$ cat src/rtl/nearest_coord_gen_pkg.sv
// Shared video-scaler definitions for the nearest-neighbour coordinate path:
// fixed-point format, coordinate width and the line-sequencer state encoding.
package nearest_coord_gen_pkg;

  localparam int SCL_FRAC = 16;
  localparam int SCL_CW   = 11;

  typedef enum logic [1:0] {
    IDLE   = 2'd0,
    LREQ   = 2'd1,
    LINE   = 2'd2,
    HBLANK = 2'd3
  } scl_state_e;

endpackage

$ cat src/rtl/nearest_coord_gen_step_acc.sv
// Fixed-point step accumulator with clear/advance; the integer part is
// clamped to MAXV and presented as a registered coordinate.
module nearest_step_acc
  import nearest_coord_gen_pkg::*;
#(
  parameter int          FRAC = SCL_FRAC,
  parameter int unsigned STEP = 0,
  parameter int unsigned MAXV = 0
) (
  input  logic              clk,
  input  logic              rst,
  input  logic              clr,
  input  logic              adv,
  output logic [SCL_CW-1:0] coord
);

  localparam int ACC_W = FRAC + SCL_CW;
  localparam logic [ACC_W-1:0]  STEP_V = ACC_W'(STEP);
  localparam logic [SCL_CW-1:0] MAX_V  = SCL_CW'(MAXV);

  logic [ACC_W-1:0]  acc, acc_d;
  logic [SCL_CW-1:0] int_d;

  always_comb begin
    acc_d = acc;
    if (clr)      acc_d = '0;
    else if (adv) acc_d = acc + STEP_V;
    int_d = acc_d[FRAC +: SCL_CW];
    if (int_d > MAX_V) int_d = MAX_V;
  end

  // coord tracks clamp(acc) one-for-one so it is valid the cycle acc is
  always_ff @(posedge clk or posedge rst) begin
    if (rst) begin
      acc   <= '0;
      coord <= '0;
    end else begin
      acc   <= acc_d;
      coord <= int_d;
    end
  end

endmodule

$ cat src/rtl/nearest_coord_gen.sv
// Nearest-neighbour scaler coordinate generator: walks the output raster and
// emits the source (x,y) per output pixel, requesting source lines as needed.
module nearest_coord_gen
  import nearest_coord_gen_pkg::*;
#(
  parameter int SRC_W   = 640,
  parameter int SRC_H   = 480,
  parameter int DST_W   = 1280,
  parameter int DST_H   = 720,
  parameter int H_BLANK = 16,
  parameter int FRAC    = SCL_FRAC
) (
  input  logic              clk,
  input  logic              rst,
  input  logic              start,
  input  logic              out_ready,
  output logic              out_valid,
  output logic [SCL_CW-1:0] src_x,
  output logic [SCL_CW-1:0] src_y,
  output logic              dst_sol,
  output logic              dst_sof,
  output logic              dst_eol,
  output logic              line_req,
  output logic [SCL_CW-1:0] line_req_y,
  output logic              busy
);

  localparam longint unsigned X_STEP = (longint'(SRC_W) << FRAC) / longint'(DST_W);
  localparam longint unsigned Y_STEP = (longint'(SRC_H) << FRAC) / longint'(DST_H);

  localparam int COL_W = (DST_W > 1) ? $clog2(DST_W) : 1;
  localparam int ROW_W = (DST_H > 1) ? $clog2(DST_H) : 1;
  localparam int HB_W  = (H_BLANK > 1) ? $clog2(H_BLANK) : 1;

  localparam logic [COL_W-1:0] COL_LAST = COL_W'(DST_W - 1);
  localparam logic [ROW_W-1:0] ROW_LAST = ROW_W'(DST_H - 1);
  localparam logic [HB_W-1:0]  HB_LAST  = HB_W'(H_BLANK - 1);

  scl_state_e        state, state_n;
  logic [COL_W-1:0]  col, col_n;
  logic [ROW_W-1:0]  row, row_n;
  logic [HB_W-1:0]   hb_cnt, hb_n;
  logic [SCL_CW-1:0] prev_y;
  logic              xfer, lreq_n;
  logic              x_clr, x_adv, y_clr, y_adv;

  assign xfer = out_valid & out_ready;

  always_comb begin
    state_n = state;
    col_n   = col;
    row_n   = row;
    hb_n    = hb_cnt;
    lreq_n  = 1'b0;
    x_clr   = 1'b0;
    x_adv   = 1'b0;
    y_clr   = 1'b0;
    y_adv   = 1'b0;
    case (state)
      IDLE: if (start) begin
        state_n = LREQ;
        lreq_n  = 1'b1;
      end
      LREQ: state_n = LINE;
      LINE: if (xfer) begin
        if (col == COL_LAST) begin
          col_n = '0;
          x_clr = 1'b1;
          if (row == ROW_LAST) begin
            state_n = IDLE;
            row_n   = '0;
            y_clr   = 1'b1;
          end else begin
            state_n = HBLANK;
            row_n   = row + 1'b1;
            y_adv   = 1'b1;
            hb_n    = '0;
          end
        end else begin
          col_n = col + 1'b1;
          x_adv = 1'b1;
        end
      end
      HBLANK: if (hb_cnt == HB_LAST) begin
        state_n = LREQ;
        // src_y already holds the next row here; skip the fetch on a repeat
        lreq_n  = (src_y != prev_y);
      end else begin
        hb_n = hb_cnt + 1'b1;
      end
      default: state_n = IDLE;
    endcase
  end

  nearest_step_acc #(.FRAC(FRAC), .STEP(32'(X_STEP)), .MAXV(SRC_W - 1)) u_x_acc (
    .clk   (clk),
    .rst   (rst),
    .clr   (x_clr),
    .adv   (x_adv),
    .coord (src_x)
  );

  nearest_step_acc #(.FRAC(FRAC), .STEP(32'(Y_STEP)), .MAXV(SRC_H - 1)) u_y_acc (
    .clk   (clk),
    .rst   (rst),
    .clr   (y_clr),
    .adv   (y_adv),
    .coord (src_y)
  );

  // Flags are registered from next-state values so they line up with the
  // registered coordinates and never see out_ready combinationally.
  always_ff @(posedge clk or posedge rst) begin
    if (rst) begin
      state      <= IDLE;
      col        <= '0;
      row        <= '0;
      hb_cnt     <= '0;
      prev_y     <= '0;
      out_valid  <= 1'b0;
      dst_sol    <= 1'b0;
      dst_sof    <= 1'b0;
      dst_eol    <= 1'b0;
      line_req   <= 1'b0;
      line_req_y <= '0;
      busy       <= 1'b0;
    end else begin
      state     <= state_n;
      col       <= col_n;
      row       <= row_n;
      hb_cnt    <= hb_n;
      out_valid <= (state_n == LINE);
      dst_sol   <= (state_n == LINE) && (col_n == '0);
      dst_sof   <= (state_n == LINE) && (col_n == '0) && (row_n == '0);
      dst_eol   <= (state_n == LINE) && (col_n == COL_LAST);
      busy      <= (state_n != IDLE);
      line_req  <= lreq_n;
      if (state_n == LREQ) prev_y <= src_y;
      if (lreq_n) line_req_y <= src_y;
    end
  end

endmodule

$ cat config.mk
export PLATFORM = sky130hd
export DESIGN_NAME = nearest_coord_gen
export DESIGN_NICKNAME = d
export VERILOG_FILES = /design/src/rtl/nearest_coord_gen_pkg.sv /design/src/rtl/nearest_coord_gen_step_acc.sv /design/src/rtl/nearest_coord_gen.sv
export SDC_FILE = /design/constraint.sdc
export NUM_CORES = 1
export LEC_CHECK = 0
export ABC_AREA = 1
export CORE_ASPECT_RATIO = 1.25
export CORE_MARGIN = 3
export CORE_UTILIZATION = 45
export DETAILED_ROUTE_END_ITERATION = 16
export HOLD_SLACK_MARGIN = 0.06
export SYNTH_ARGS = -nofsm -noshare
export SYNTH_HDL_FRONTEND = slang
export SYNTH_SLANG_ARGS = --single-unit
export TNS_END_PERCENT = 100
$ cat constraint.sdc
create_clock -name clk -period 5.3 [get_ports clk]
set_input_delay 1.06 -clock clk [delete_from_list [all_inputs] [get_ports clk]]
set_output_delay 1.06 -clock clk [all_outputs]
set_load 0.02 [all_outputs]
==> out/results.ini <==
[setup_path]
path_class=in2reg
reg2reg_from=state[0]
cp-start-kind=primary input
endpoint_kind=flip-flop
rr_worst_depth=12
crit_buf_inv=2
r2r_slack_ns=2.65
cp_cell_sequence=clkdlybuf4s50_1 > nand2_2 > inv_2 > nand2_2 > nor2_1 > nand2_1 > nor2_1 > nand4_1 > xor2_1 > nand2_2 > nand2_1 > nor2_1
crit_path_max_incr_delay_ns=0.47
critPathArrivalTime_ns=3.10
crit_family=simple AND/OR/NAND/NOR gates
critPathMaxFanout=9
slowest_stage=clkdlybuf4s50_1
cp.required_ns=5.60
r2r_end=dst_sof

[timing]
setup_viol=0
rsz0062_at_grt=no
final.period_utilization_pct=52.85
finalSetupTns_ns=0
final_hold_viol_count=0
fin_crit_ns=2.801
fin_skew_ns=0.007729
setup_slack_ns=2.499
final_max_slew_viol_count=0
max_freq_mhz=357.0
tightest_slew_ns=0.6534
holdWs_ns=0.4773
slew_headroom_pct=56.33

[synthesis]
ys.flop_type=dfrtp_1
synth.distinct_cells=47
synth_area_um2=6091
yosysMostFrequentCell=nand2_1
yosys-top-cells-area=dfrtp_1 (47%), nand2_1 (10%), inv_1 (7.1%)
synth_top_area_share_pct=47.25
synth-edff-count=0
avgSynthCellArea_um2=8.209
synth_top_area_cell=dfrtp_1
ys_seq_area_share_pct=47.25
async_flop_share_pct=100.0
ys_ff_latch=115
ys_warn_count=0
synthTopCellsByCount=nand2_1 (163), dfrtp_1 (115), inv_1 (115)
synth_cells=742

[place]
hpwl_um=10410
port_buffers=42
gp_congestion=0.8652
dpl_worst_slack_ns=2.053
place_inst=948

[clocking]
cts-root-buf=clkbuf_16
clkSinkCount=115
htree_levels=4
ctsHoldBuffers=0
cts_buffer_depth=2
cts_resized=0
clk_pin_slew_ns=0.06
cts_tree=built
worstSkewPairLatency_ns=0.41
numCtsBuffers=17
cts_setup_buffers=0

[detailed_routing]
ant_nets=0
vias=4986
drt_iter0_drc=274
drc_errors=0
wl_um=13980
drt-pass1-iter-count=5
avgViaCountPerCell=5.088
wl_per_cell_um=14.27

[hold_path]
hold_end=line_req_y[5]
worstHoldPathType=reg2reg
holdPathStages=2
hp-start=line_req_y[5]

[global_route]
grt_pass1_vias=5016
antenna_found_initial=0
grt_usage_pct=19.94
grt_pass1_wl_um=23320
grt_remaining_overflow=0
grt_max_degree=53

[power]
p_total_uw=2941
pwr_density_cell_nw_per_um2=402.1
max-vdd-ir-drop_uv=206.4
p_leak_uw=0.003624

[floorplanning]
io_pins=43
initial_core_util_pct=47.03
core_um2=12950
num_rows=46
dieHeight_um=136.1
die_x_um=110.1
die-area_um2=14980

[finish]
area_growth_pct=20.09
diodes=0
drive_gt1_share_pct=10.84
nets=812
fin_cells=980
fillers=1194

[run_status]
status=finished, final reports clean

[job]
maxCapViolCount=0

layer usage:
metal	global-route usage, %	routed length [um]	vias to the layer above
met5	0	0	-
li1	-	-	2476
met2	36.50	7441	108
met4	6.653	265	0
met1	22.77	5734	2378
met3	3.990	543	24
cells in the final DEF, fill, tap and decap left out, drive strengths merged, types with 3 or more instances in the layout:
| master | synthesis | routed |
|---|---|---|
| nand2 | 172 | 172 |
| inv | 126 | 128 |
| dfrtp | 115 | 115 |
| nor2 | 81 | 81 |
| nand3 | 70 | 70 |
| o21ai | 45 | 45 |
| clkdlybuf4s50 | 0 | 42 |
| xor2 | 31 | 31 |
| nor3 | 19 | 19 |
| clkbuf | 3 | 18 |
| a21oi | 13 | 13 |
| o22ai | 12 | 12 |
| nand4 | 10 | 10 |
| ha | 9 | 9 |
| clkinv | 0 | 7 |
| o21bai | 3 | 3 |
| nor4 | 3 | 3 |
| bufinv | 0 | 3 |
| buf | 6 | 3 |
| conb | 1 | 3 |
| or2 | 3 | 3 |
| xnor2 | 3 | 3 |
metrics by stage:
| step | area (um^2) | utilization (%) |
|---|---|---|
| global placement | 6705 | 51.78 |
| detailed placement | 6705 | 51.78 |
| CTS | 7315 | 56.48 |
| global route | 7315 | 56.48 |
| finish | 7315 | 56.48 |
| floorplan | 6098 | - |
kinds of logic (layout without fill, tap and decap cells):
family          Yosys count  count (layout)  synth area share, %
simple gates            362             362                28.78
flops                   115             115                47.25
compound gates           86              86                8.443
xor+xnor                 34              34                5.012
buf+inv                 135             203                8.607
fa+ha+maj                 9               9                1.849
other cells               1               3              0.06157
final cells by class:
class | count | area (um^2) | area share [%]
Clock inverter | 14 | 180.2 | 2.463
Multi-Input combinational cell | 494 | 2696 | 36.86
Sequential cell | 115 | 2878 | 39.34
Clock buffer | 18 | 429.2 | 5.867
Inverter | 126 | 478.0 | 6.534
Tap cell | 168 | 210.2 | 2.874
Timing Repair Buffer | 45 | 442.9 | 6.055
sequential cells by signal, summed over array words and instances (netlist names), 2 cells and up:
register and flops:
hb_cnt 4, u_x_acc.acc 12, line_req_y 11, u_y_acc.acc 26, col 11, prev_y 11
state 2, u_x_acc.coord 11, u_y_acc.coord 11, row 10
power by group:
group / leakage (uW) / switching (uW) / internal [uW]
sequential: 0.00128 / 102 / 1020
clock: 0.000291 / 430 / 745
combinational: 0.00206 / 400 / 246
total: 0.00362 / 932 / 2010
worst max path at each step:
stage / slack (ns) / startpoint / cells past startpoint / end
6_report: 2.50 / out_ready / 12 / u_x_acc.coord[7]
3_5_place_dp: 2.05 / out_ready / 12 / u_x_acc.coord[7]
4_1_cts: 2.49 / out_ready / 12 / u_x_acc.coord[7]
3_3_place_gp: 2.13 / out_ready / 12 / u_x_acc.coord[7]
2_1_floorplan: 1.20 / rst / 1 / busy
5_1_grt: 2.26 / out_ready / 12 / u_x_acc.coord[7]
worst min-delay path, stage by stage, from the launching register on:
cell     delay, ns
dfrtp_1       0.34
nand2_1       0.05
o21ai_0       0.05
No activity file was read; power rests on OpenSTA's default activity.
